### config.mk
export PLATFORM = sky130hd
export DESIGN_NAME = wb_arbiter_2m
export DESIGN_NICKNAME = d
export VERILOG_FILES = /design/src/rtl/wb_arb_pkg.sv /design/src/rtl/wb_timeout_ctr.sv /design/src/rtl/wb_arbiter_2m.sv
export SDC_FILE = /design/constraint.sdc
export NUM_CORES = 1
export LEC_CHECK = 0
export CAP_MARGIN = 20
export CORE_AREA = 2 2 125 127
export CTS_BUF_LIST = sky130_fd_sc_hd__clkbuf_4 sky130_fd_sc_hd__clkbuf_8
export DETAILED_ROUTE_END_ITERATION = 10
export DIE_AREA = 0 0 127 129
export GPL_TIMING_DRIVEN = 0
export PLACE_DENSITY = 0.51
export RECOVER_POWER = 25
export SLEW_MARGIN = 30
export SYNTH_ARGS = -nofsm -noshare
export SYNTH_HDL_FRONTEND = slang
export SYNTH_SLANG_ARGS = --single-unit
export TNS_END_PERCENT = 50
### constraint.sdc
create_clock -name wb_clk_i -period 2.7 [get_ports wb_clk_i]
set_input_delay 0.54 -clock wb_clk_i [delete_from_list [all_inputs] [get_ports wb_clk_i]]
set_output_delay 0.54 -clock wb_clk_i [all_outputs]
set_load 0.01 [all_outputs]
### src/rtl/wb_arb_pkg.sv
// wb_arb_pkg
//   Shared types and constants for the two-master Wishbone arbiter:
//   the arbitration state encoding, the default read data returned on a
//   timeout termination, and the width of the per-transfer timeout counter.
package wb_arb_pkg;

  typedef enum logic [1:0] {
    IDLE = 2'd0,
    OWN0 = 2'd1,
    OWN1 = 2'd2
  } arb_state_t;

  localparam logic [31:0] ERR_DATA_DEFAULT = 32'hdeadbeef;

  // Wide enough for TIMEOUT_CYCLES up to 255.
  localparam int CTR_W = 8;

endpackage

### src/rtl/wb_timeout_ctr.sv
// wb_timeout_ctr
//   Counts consecutive cycles of a granted strobe that has not been
//   acknowledged, and pulses expire on the cycle where the count reaches
//   TIMEOUT_CYCLES-1. The pulse is combinational so the arbiter can
//   terminate the transfer in that same cycle.
// Ports:
//   clk     in  1  clock
//   rst_n   in  1  asynchronous active-low reset
//   enable  in  1  granted STB high and no ACK this cycle
//   clear   in  1  restart the count (ACK, STB low or not granted)
//   expire  out 1  one-cycle timeout pulse
module wb_timeout_ctr
  import wb_arb_pkg::*;
#(
  parameter int unsigned TIMEOUT_CYCLES = 16
) (
  input  logic clk,
  input  logic rst_n,
  input  logic enable,
  input  logic clear,
  output logic expire
);

  localparam logic [CTR_W-1:0] LAST_COUNT = CTR_W'(TIMEOUT_CYCLES - 1);

  logic [CTR_W-1:0] count_reg;

  // The compare bounds the count, so it never wraps.
  assign expire = enable && (count_reg == LAST_COUNT);

  always_ff @(posedge clk or negedge rst_n) begin
    if (!rst_n) begin
      count_reg <= '0;
    end else if (clear || expire) begin
      count_reg <= '0;
    end else if (enable) begin
      count_reg <= count_reg + 1'b1;
    end
  end

endmodule

### src/rtl/wb_arbiter_2m.sv
// wb_arbiter_2m
//   Shares one Wishbone register slave between master 0 (management core)
//   and master 1 (debug/loader). Round-robin grant, locked for the whole
//   CYC burst, with one IDLE cycle between owners. A granted strobe that
//   waits TIMEOUT_CYCLES cycles without ACK is terminated with ERR.
// Ports:
//   wb_clk_i, wb_rst_ni            clock, asynchronous active-low reset
//   m0_* / m1_*                    master cyc/stb/we/sel/adr/dat in, ack/err/dat out
//   s_*                            slave cyc/stb/we/sel/adr/dat out, ack/dat in
//   grant_o                        one-hot owner, 00 when idle
//   timeout_irq_o, timeout_clr_i   sticky timeout flag and its clear
module wb_arbiter_2m
  import wb_arb_pkg::*;
#(
  parameter int unsigned TIMEOUT_CYCLES = 16,
  parameter logic [31:0] ERR_DATA       = ERR_DATA_DEFAULT
) (
  input  logic        wb_clk_i,
  input  logic        wb_rst_ni,
  input  logic        m0_cyc_i,
  input  logic        m0_stb_i,
  input  logic        m0_we_i,
  input  logic [3:0]  m0_sel_i,
  input  logic [31:0] m0_adr_i,
  input  logic [31:0] m0_dat_i,
  output logic        m0_ack_o,
  output logic        m0_err_o,
  output logic [31:0] m0_dat_o,
  input  logic        m1_cyc_i,
  input  logic        m1_stb_i,
  input  logic        m1_we_i,
  input  logic [3:0]  m1_sel_i,
  input  logic [31:0] m1_adr_i,
  input  logic [31:0] m1_dat_i,
  output logic        m1_ack_o,
  output logic        m1_err_o,
  output logic [31:0] m1_dat_o,
  output logic        s_cyc_o,
  output logic        s_stb_o,
  output logic        s_we_o,
  output logic [3:0]  s_sel_o,
  output logic [31:0] s_adr_o,
  output logic [31:0] s_dat_o,
  input  logic        s_ack_i,
  input  logic [31:0] s_dat_i,
  output logic [1:0]  grant_o,
  output logic        timeout_irq_o,
  input  logic        timeout_clr_i
);

  arb_state_t state_reg;
  logic       last_owner_reg;
  logic       timeout_irq_reg;

  logic own0, own1;
  logic own_stb;
  logic expire;
  logic ctr_enable;

  // Ownership is also gated by reset so every output falls the moment
  // reset asserts, independent of the clock.
  assign own0 = wb_rst_ni && (state_reg == OWN0);
  assign own1 = wb_rst_ni && (state_reg == OWN1);

  always_comb begin
    s_cyc_o = 1'b0;
    own_stb = 1'b0;
    s_we_o  = 1'b0;
    s_sel_o = '0;
    s_adr_o = '0;
    s_dat_o = '0;
    if (own0) begin
      s_cyc_o = m0_cyc_i;
      own_stb = m0_stb_i;
      s_we_o  = m0_we_i;
      s_sel_o = m0_sel_i;
      s_adr_o = m0_adr_i;
      s_dat_o = m0_dat_i;
    end else if (own1) begin
      s_cyc_o = m1_cyc_i;
      own_stb = m1_stb_i;
      s_we_o  = m1_we_i;
      s_sel_o = m1_sel_i;
      s_adr_o = m1_adr_i;
      s_dat_o = m1_dat_i;
    end
  end

  // The terminated strobe is withheld from the slave in the ERR cycle.
  assign s_stb_o = own_stb && !expire;

  // expire implies s_ack_i=0, so ACK and ERR are mutually exclusive.
  assign m0_ack_o = own0 && s_ack_i;
  assign m0_err_o = own0 && expire;
  assign m0_dat_o = own0 ? (expire ? ERR_DATA : s_dat_i) : '0;
  assign m1_ack_o = own1 && s_ack_i;
  assign m1_err_o = own1 && expire;
  assign m1_dat_o = own1 ? (expire ? ERR_DATA : s_dat_i) : '0;

  assign grant_o       = {own1, own0};
  assign timeout_irq_o = timeout_irq_reg;

  assign ctr_enable = own_stb && !s_ack_i;

  wb_timeout_ctr #(
    .TIMEOUT_CYCLES(TIMEOUT_CYCLES)
  ) u_timeout_ctr (
    .clk   (wb_clk_i),
    .rst_n (wb_rst_ni),
    .enable(ctr_enable),
    .clear (!ctr_enable),
    .expire(expire)
  );

  always_ff @(posedge wb_clk_i or negedge wb_rst_ni) begin
    if (!wb_rst_ni) begin
      state_reg       <= IDLE;
      last_owner_reg  <= 1'b1;
      timeout_irq_reg <= 1'b0;
    end else begin
      case (state_reg)
        IDLE: begin
          if (m0_cyc_i && m1_cyc_i) begin
            state_reg <= last_owner_reg ? OWN0 : OWN1;
          end else if (m0_cyc_i) begin
            state_reg <= OWN0;
          end else if (m1_cyc_i) begin
            state_reg <= OWN1;
          end
        end
        OWN0: begin
          if (!m0_cyc_i) begin
            state_reg      <= IDLE;
            last_owner_reg <= 1'b0;
          end
        end
        OWN1: begin
          if (!m1_cyc_i) begin
            state_reg      <= IDLE;
            last_owner_reg <= 1'b1;
          end
        end
        default: state_reg <= IDLE;
      endcase

      // Set has priority over a coincident clear.
      if (expire) begin
        timeout_irq_reg <= 1'b1;
      end else if (timeout_clr_i) begin
        timeout_irq_reg <= 1'b0;
      end
    end
  end

endmodule

# Yosys cells after proc, flatten, opt, wreduce, memory -nomap -nowiden
# Index checks and enable logic that the tools add are counted.
totals:
  mem_count: 0
  wordCells: 60
  latchBits: 0
  ram_bits: 0
  mem_bits_ro: 0
  reg_bits: 12
classes:
  add_sub_neg: 1
  n_reduce_logical: 20
  multipliers: 0
  n_eq_ne: 6
  shifts: 0
  bitwise_logic: 0
  div: 0
  n_mux: 29
  order_cmp: 0
ops:
  columns: ["operator", "count"]
  rows:
  - ["$mux 32", 7]
  - ["$mux 8", 2]
  - ["$mux 2", 6]
  - ["$logic_and 1x1->1", 10]
  - ["$mux 1", 10]
  - ["$add 8x1->8 const B", 1]
  - ["$eq 8x4->1 const B", 1]
  - ["$mux 4", 2]
  - ["$pmux 2 s3", 1]
  - ["$reduce_and 3->1", 2]
  - ["$reduce_bool 2->1", 3]
  - ["$ne 2x2->1 const B", 2]
  - ["$ne 4x4->1 const B", 1]
  - ["$logic_not 1->1", 3]
  - ["$eq 2x1->1 const B", 1]
  - ["$eq 2x2->1 const B", 1]
  - ["$logic_not 2->1", 1]
  - ["$pmux 1 s2", 1]
  - ["$logic_or 1x1->1", 1]

# Longest topological paths before layout
# Gate-level depths: netlist (run 1).
depth:
  depth_word: 8
  depth_mapped: 6

# Modules after synthesis
# From an unflattened synthesis (run 1), not the netlist that was laid out.
hier_totals:
  hier_cells: 342
  hier_area_um2: 2252.2
by_module_without_submodules:
  columns: ["mod", "cells_each", "n_inst", "seq_area_each_um2", "area_per_inst_um2"]
  rows:
  - ["wb_arbiter_2m", 297, 1, 101.3, 1821.7]
  - ["wb_timeout_ctr", 45, 1, 200.2, 430.4]

# Worst setup path after synthesis (run 1)
# OpenSTA, ideal clock, no wires.
synth_path:
  path_type: "register -> output"
  start: "register u_timeout_ctr.count_reg[6]"
  end: "output port m0_dat_o[26]"
  stages_incl_launch_ff: 6
  t_arrival_ns: 1.830
  t_required_ns: 2.160
  setup_slack_ns: 0.330
  path_cell_list: "dfrtp_1 -> or4_1 -> a2111o_1 -> buf_6 -> buf_6 -> a21oi_2"
synth_via:
  elab_chain_len: 4
synth_rtl:
  columns: ["element", "line", "rtl"]
  rows:
  - ["start, declared", "wb_timeout_ctr.sv:26", "logic [CTR_W-1:0] count_reg;"]
  - ["start signal, assigned", "wb_timeout_ctr.sv:37", "count_reg <= count_reg + 1'b1;"]
  - ["$eq 8x4->1", "wb_timeout_ctr.sv:29", "assign expire = enable && (count_reg == LAST_COUNT);"]
  - ["$logic_and 1x1->1", "wb_timeout_ctr.sv:29", null]
  - ["$mux 32 (2 in a row)", "wb_arbiter_2m.sv:95", "assign m0_dat_o = own0 ? (expire ? ERR_DATA : s_dat_i) : '0;"]
  - ["end, declared", "wb_arbiter_2m.sv:28", "output logic [31:0] m0_dat_o,"]
# No other way between the ends.

# Final worst setup path (run 1)
layout_path:
  start: "register u_timeout_ctr.count_reg[4]"
  end: "output port m0_dat_o[11]"
# The elaborated chain is that of the path after synthesis.

==> results of run 1 <==
## worst paths after layout
| kind | cells past startpoint | endpoint | from | slack, ps |
|---|---|---|---|---|
| max in group asynchronous | 1 | last_owner_reg$_DFFE_PN1P_ | wb_rst_ni | 2360 |
| min reg2reg | 1 | u_timeout_ctr.count_reg[0]$_DFFE_PN0P_ | u_timeout_ctr.count_reg[0]$_DFFE_PN0P_ | 530 |
| min | 1 | u_timeout_ctr.count_reg[6]$_DFFE_PN0P_ | wb_rst_ni | 110 |
| max reg2reg | 5 | timeout_irq_o$_DFFE_PN0P_ | u_timeout_ctr.count_reg[4]$_DFFE_PN0P_ | 900 |
| min in group wb_clk_i | 1 | u_timeout_ctr.count_reg[0]$_DFFE_PN0P_ | u_timeout_ctr.count_reg[0]$_DFFE_PN0P_ | 530 |
| max | 7 | m0_dat_o[11] | u_timeout_ctr.count_reg[4]$_DFFE_PN0P_ | -150 |
## cell families after synthesis
logic type	after synthesis	share of synthesized area [%]
compound gates	137	56.06
xor+xnor	1	0.4564
buf+inv	60	13.88
fa+ha+maj	1	0.6518
flops	12	15.71
simple gates	43	13.23
## area by class of cell
class                           count  area (µm²)
Buffer                             29       307.8
Clock buffer                        4       55.05
Fill cell                        1565        9039
Inverter                           30       120.1
Multi-Input combinational cell    182        1546
Sequential cell                    12       304.0
Tap cell                          188       235.2
Timing Repair Buffer              345        3369
## per-stage QoR
stage	power, µW	setup slack, ps	util (%)	area [µm²]
floorplan	502.2	330.3	-	1919
finish	1323	-145.2	39.65	5938
CTS	1309	-93.94	37.64	5637
global placement	1114	-1683	35.71	5348
detailed placement	1118	-1742	35.71	5348
global route	1397	-165.5	39.65	5938
## power by group through the flow
stage	Clock (µW)	Combinational, µW	Sequential, µW
after floorplan	0	300	202
after global placement	0	911	203
after detailed placement	0	914	204
after CTS	198	906	205
after global routing	213	976	208
final	195	922	206
## Yosys cell counts (all sizes together) (2+ instances only)
cell type  count  area (µm²)
clkbuf        18       67.56
inv           28       105.1
buf           12       86.32
nor2           6       22.52
a22o          70       613.1
nand3          2       10.01
o21ai          6       30.02
a211oi         2       15.01
nand3b         3       22.52
a21oi         52       361.6
nand4b         2       17.52
clkinv         2       7.510
nand2          3       11.26
dfrtp         11       275.3
and3          16       100.1
or3            4       25.02
## metal layers
metal  global-route usage (%)  up-vias  wire length [µm]
met3                    7.484       14              1903
li1                         -     1659                 -
met5                        0        -                 0
met2                    32.10      217              8197
met1                    19.68     1640              5943
met4                    2.133        0               155
## timing repair
| item | 4_1_cts | 5_1_grt |
|---|---|---|
| endpoints found under the setup margin | 141 | 124 |
| gates cloned | 5 | 0 |
| setup buffers | 19 | 2 |
| gates resized for setup | 388 | 96 |
| pin swaps | 30 | 28 |
==> metrics.md, run 1 <==
| Metric | Value |
|---|---|
| Total grt overflow | 0 |
| CTS Root Cell | clkbuf_8 |
| CTS Sinks | 12 |
| Failing checks | negative setup slack |
| Clk_lat worst skew | roughly 240 ps |
| Layout area overhead | 209.4% |
| CP required | ~2200 ps |
| Status | finished, violations left |
| Starting Density | 12.82% |
| Most frequent cells in the layout | clkdlybuf4s50_1 (192), a22o_1 (70), buf_2 (45), a21oi_2 (44), dlymetal6s2s_1 (40) |
| Combinational Power Share | 69.7% |
| Post-CTS Hold Fix Bufs | 0 |
| Commonest non-fill, non-tap cell in the layout | clkdlybuf4s50_1 |
| P_leak | 0.003205 µW |
| Final nets | 782 |
| Synth Instances | 254 |
| Max Fclk | 351.5 MHz |
| Area of the die | about 0.016 mm² |
| Setup crit start kind | register |
| Number of synthesized register bits | 12 |
| Drt initial violations | around 90 |
| Count of input and output buffers | 319 |
| Max_cap viols | 0 |
| Sequential-to-total area share from yosys stat | ~16% |
| Die H | between 100 and 150 µm |
| Sw Share | 34.30% |
| Via density | 4.468 |
| Slowest stage delay, CP | 550 ps |
| Hold Vio Cnt, Final | 0 |
| Largest net degree at the start of global routing | 18 |
| Final GP Congestion | 0.8087 |
| Crit Path Class | register to output port |
| ANT nets after route | 0 |
| Total core area | 0.01498 mm² |
| Worst-path maximum fanout | 5 |
| Worst path cell trace | or4_4 -> a2111o_1 -> buf_6 -> buf_6 -> clkbuf_16 -> a21oi_2 -> buf_2 |
| Yosys cell types | 38 |
| Final HPWL DP | 12,920 µm |
| Clk slew on worst S/H paths | 60 ps |
| P_int | 869.1 µW |
| TritonCTS clock tree | built |
| Gr usage total | 17.59% |
| Dpl cells | 761 |
| Power share of the clock group | 14.8% |
| Top Family by Delay on Critical Path | buffers and inverters |
| Mapped Area | between 0.0015 and 0.002 mm² |
| Initial antenna violation count | 0 |
| Die width | 127 µm |
| Num CTS Buffers | 3 |
| Max reg flops | 8 |
| Clock Path Buffers | 2 |
| Synth Net Count | 433 |
| Synthesis Warnings | 0 |
| Row Count | 45 |
| Post-route setup slack | -145.2 ps |
| RSZ-0062 raised after global routing | yes |
| Final Skew | a little over 5 ps |
| Via count | 3,530 |
| Worst VDD drop | ~160 µV |
| Most Frequent Cell on Critical Path | buf_6 |
| Fin crit share | 105.4% |
| Final Setup Violations | 58 |
| Worst Tran Pin Value | 666.7 ps |
| Final TNS setup | -3702 ps |
| Pins Over Slew Limit | 0 |
| Slew headroom | between 50% and 60% |
| Residual DRC | 0 |
| Initial DRT Pass Iterations | 4 |
| FFs w/ async S/R, synth | between 90% and 100% |
| Tmin final | 2845 ps |
| Avg Cell Area, Syn | 7.556 µm² |
| Pwr Density | 222.8 mW/mm² |
| First-pass GRT wire length | between 20,000 and 25,000 µm |
| CTS H-tree depth | 1 |
| Layout cells sized above 1 | 32.39% |
| Seq pwr share | 15.5% |
| Crit path buffers/inverters | 4 |
| Total Routed Length | 16,200 µm |
| Routed len/inst | 20.51 µm |
| I/O Pins | 320 |
| Hold WS | 106.5 ps |
| EDFF count, synth | 0 |
| Critical Path Sink Type | output port |
| Net Switching | 453.6 µW |
| Slowest-stage cell, CP | or4_4 |
| Crit path DAT | 2310 ps |
| N_diodes | 0 |
| Vias in the first global route | 3,576 |
| Non-Filler Instances | 790 |
| Primary FF master, synth | dfrtp_1 |
| Hold crit path type | input pin to async pin |
No activity file was read; power rests on OpenSTA's default activity.
==> inputs of run 2 (changes only) <==
--- a/config.mk
+++ b/config.mk
@@ -6,12 +6,12 @@
 export NUM_CORES = 1
 export LEC_CHECK = 0
 export CAP_MARGIN = 20
-export CORE_AREA = 2 2 125 127
+export CORE_AREA = 8 8 118 120
 export CTS_BUF_LIST = sky130_fd_sc_hd__clkbuf_4 sky130_fd_sc_hd__clkbuf_8
 export DETAILED_ROUTE_END_ITERATION = 10
-export DIE_AREA = 0 0 127 129
+export DIE_AREA = 0 0 126 128
 export GPL_TIMING_DRIVEN = 0
-export PLACE_DENSITY = 0.51
+export PLACE_DENSITY = 0.61
 export RECOVER_POWER = 25
 export SLEW_MARGIN = 30
 export SYNTH_ARGS = -nofsm -noshare
==> run 2 against run 1 <==
Against the previous run:
- final area fell by 4.4%
- the run still ends with negative setup slack left
- combinational power barely moved
- first-iteration DRC count rose by 78%
- hold slack got worse by 1.8 ps
- via count rose by 0.25%
- register-to-register slack got worse by 90 ps
- count of clock-buffer cells in the layout did not move
- sequential power barely moved
- die area fell by 1.6%
- flip-flop and latch count did not move
- largest cell class unchanged
- clock skew rose by 0.53 ps
- clock power barely moved
- critical path type unchanged
==> metrics.md, run 2 (synthesis results as in run 1) <==
| Metric | Value |
|---|---|
| Net Switching | between 400 and 500 µW |
| Final TNS setup | -5469 ps |
| Total Routed Length | 17,440 µm |
| P_leak | 0.002752 µW |
| Gr usage total | roughly a fifth |
| Most Frequent Cell on Critical Path | buf_6 |
| Post-CTS Hold Fix Bufs | 0 |
| Worst-path maximum fanout | 5 |
| Max_cap viols | 0 |
| Worst VDD drop | about 130 µV |
| Fin crit share | 104.4% |
| Area of the multi-input gates | 0.001534 mm² |
| Initial DRT Pass Iterations | 4 |
| Power share of the clock group | ~15% |
| Crit path DAT | 2280 ps |
| RR Startpoint | u_timeout_ctr.count_reg[4]$_DFFE_PN0P_ |
| Worst R2R Setup Slack | 810 ps |
| Commonest non-fill, non-tap cell in the layout | clkdlybuf4s50_1 |
| Clk_lat worst skew | 240 ps |
| Final GP Congestion | between 0.8 and 0.9 |
| Count of input and output buffers | 319 |
| Clock Path Buffers | 2 |
| P_int | 867.4 µW |
| Critical Path Sink Type | output port |
| Failing checks | negative setup slack |
| Combinational Power Share | 69.8% |
| I/O Pins | 320 |
| Hold WS | 104.7 ps |
| Post-route setup slack | -118.5 ps |
| Slowest-stage cell, CP | or4_4 |
| ANT nets after route | 0 |
| Clk slew on worst S/H paths | 50 ps |
| Via density | 4.763 |
| # fillers | 1,190 |
| Drt initial violations | 162 |
| Crit Path Class | register to output port |
| Final HPWL DP | 14,820 µm |
| Fin util | 46.47% |
| Setup crit start kind | register |
| Reg-to-reg critical path endpoint | timeout_irq_o$_DFFE_PN0P_ |
| Pins Over Slew Limit | 0 |
| Routed len/inst | 23.47 µm |
| Final Skew | 5.658 ps |
| Row Count | 41 |
| Area of the die | 0.01613 mm² |
| Slew headroom | between 40% and 50% |
| Max reg flops | 8 |
| Total grt overflow | 0 |
| Total core area | around 0.012 mm² |
| Hold crit path type | input pin to async pin |
| Final nets | about 770 |
| Status | finished, violations left |
| R2R depth | 5 |
| RSZ-0062 raised after global routing | yes |
| Hold Vio Cnt, Final | 0 |
| Worst path cell trace | or4_4 -> a2111o_1 -> buf_6 -> clkbuf_16 -> a21oi_4 -> buf_6 |
| CTS Root Cell | clkbuf_8 |
| Layout area overhead | 195.6% |
| Num CTS Buffers | 3 |
| Initial antenna violation count | 0 |
| Die width | approximately 130 µm |
| Residual DRC | 0 |
| Largest net degree at the start of global routing | 18 |
| Layout cells sized above 1 | 30.57% |
| Seq pwr share | 15.5% |
| Die H | 128 µm |
| CTS Sinks | 12 |
| First-pass GRT wire length | 24,210 µm |
| Vias in the first global route | ~3,700 |
| Sw Share | 34.41% |
| Slowest stage delay, CP | 520 ps |
| CP required | 2160 ps |
| Final Setup Violations | 67 |
| Starting Density | 15.72% |
| Via count | 3,539 |
| Worst Tran Pin Value | 756.5 ps |
| TritonCTS clock tree | built |
| Tmin final | 2819 ps |
| Pwr Density | 233.1 mW/mm² |
| FF/Latch Area | 304.0 µm² |
| CTS H-tree depth | 1 |
| Max Fclk | 354.8 MHz |
| Most frequent cells in the layout | clkdlybuf4s50_1 (213), a22o_1 (70), a21oi_2 (44), buf_2 (43), inv_1 (28) |
run 2: metrics by stage:
stage                     worst slack, ps  power, µW  instances  instance area, µm²
final                              -118.5       1323        743                5674
after global routing               -192.4       1400        742                5672
after CTS                          -94.66       1307        738                5346
after detailed placement            -1709       1126        723                5300
after global placement              -1642       1119        723                5300
after floorplan                     330.3      502.2        254                1919
run 2: cell type report:
type                            count  area share [%]
Inverter                           30           2.051
Sequential cell                    12           5.358
Multi-Input combinational cell    182           27.03
Antenna cell                        1         0.04410
Tap cell                          150           3.308
Buffer                             29           5.072
Clock buffer                        4          0.9702
Timing Repair Buffer              335           56.16
run 2: layer usage:
layer	GRT usage (%)	vias to the layer above	share of wire, %
li1	-	1640	-
met1	22.60	1664	39
met2	33.83	222	48
met3	9.068	13	12
met4	2.265	0	1.2
met5	0	-	0
run 2: repair_timing:
action,CTS,global route
buffers inserted,10,4
cloned,2,2
endpoints found under the setup margin,141,112
pin swaps,15,20
gates resized for setup,363,82
run 2: power groups by stage:
stage | combinational, µW | sequential [µW] | clock, µW
after floorplan | 300 | 202 | 0
after CTS | 902 | 204 | 201
after detailed placement | 921 | 205 | 0
after global routing | 986 | 206 | 208
after global placement | 916 | 203 | 0
final | 923 | 204 | 195
run 2: how the worst max path moves through the flow:
stage / startpoint / endpoint / slack (ps) / cells after the start
after floorplan: u_timeout_ctr.count_reg[6]$_DFFE_PN0P_ / m0_dat_o[26] / 330 / 5
after global routing: u_timeout_ctr.count_reg[4]$_DFFE_PN0P_ / m1_dat_o[11] / -190 / 6
after CTS: u_timeout_ctr.count_reg[6]$_DFFE_PN0P_ / m0_dat_o[22] / -90 / 7
after detailed placement: wb_rst_ni / s_dat_o[20] / -1710 / 7
after global placement: wb_rst_ni / s_dat_o[20] / -1640 / 7
final: u_timeout_ctr.count_reg[4]$_DFFE_PN0P_ / m0_dat_o[10] / -120 / 6
run 2: worst max-delay path, delay by kind of cell, from the launching register on:
| family | cells | cell delay [ps] |
|---|---|---|
| compound gates | 2 | 590 |
| simple gates | 1 | 520 |
| flops | 1 | 440 |
| buf+inv | 3 | 470 |
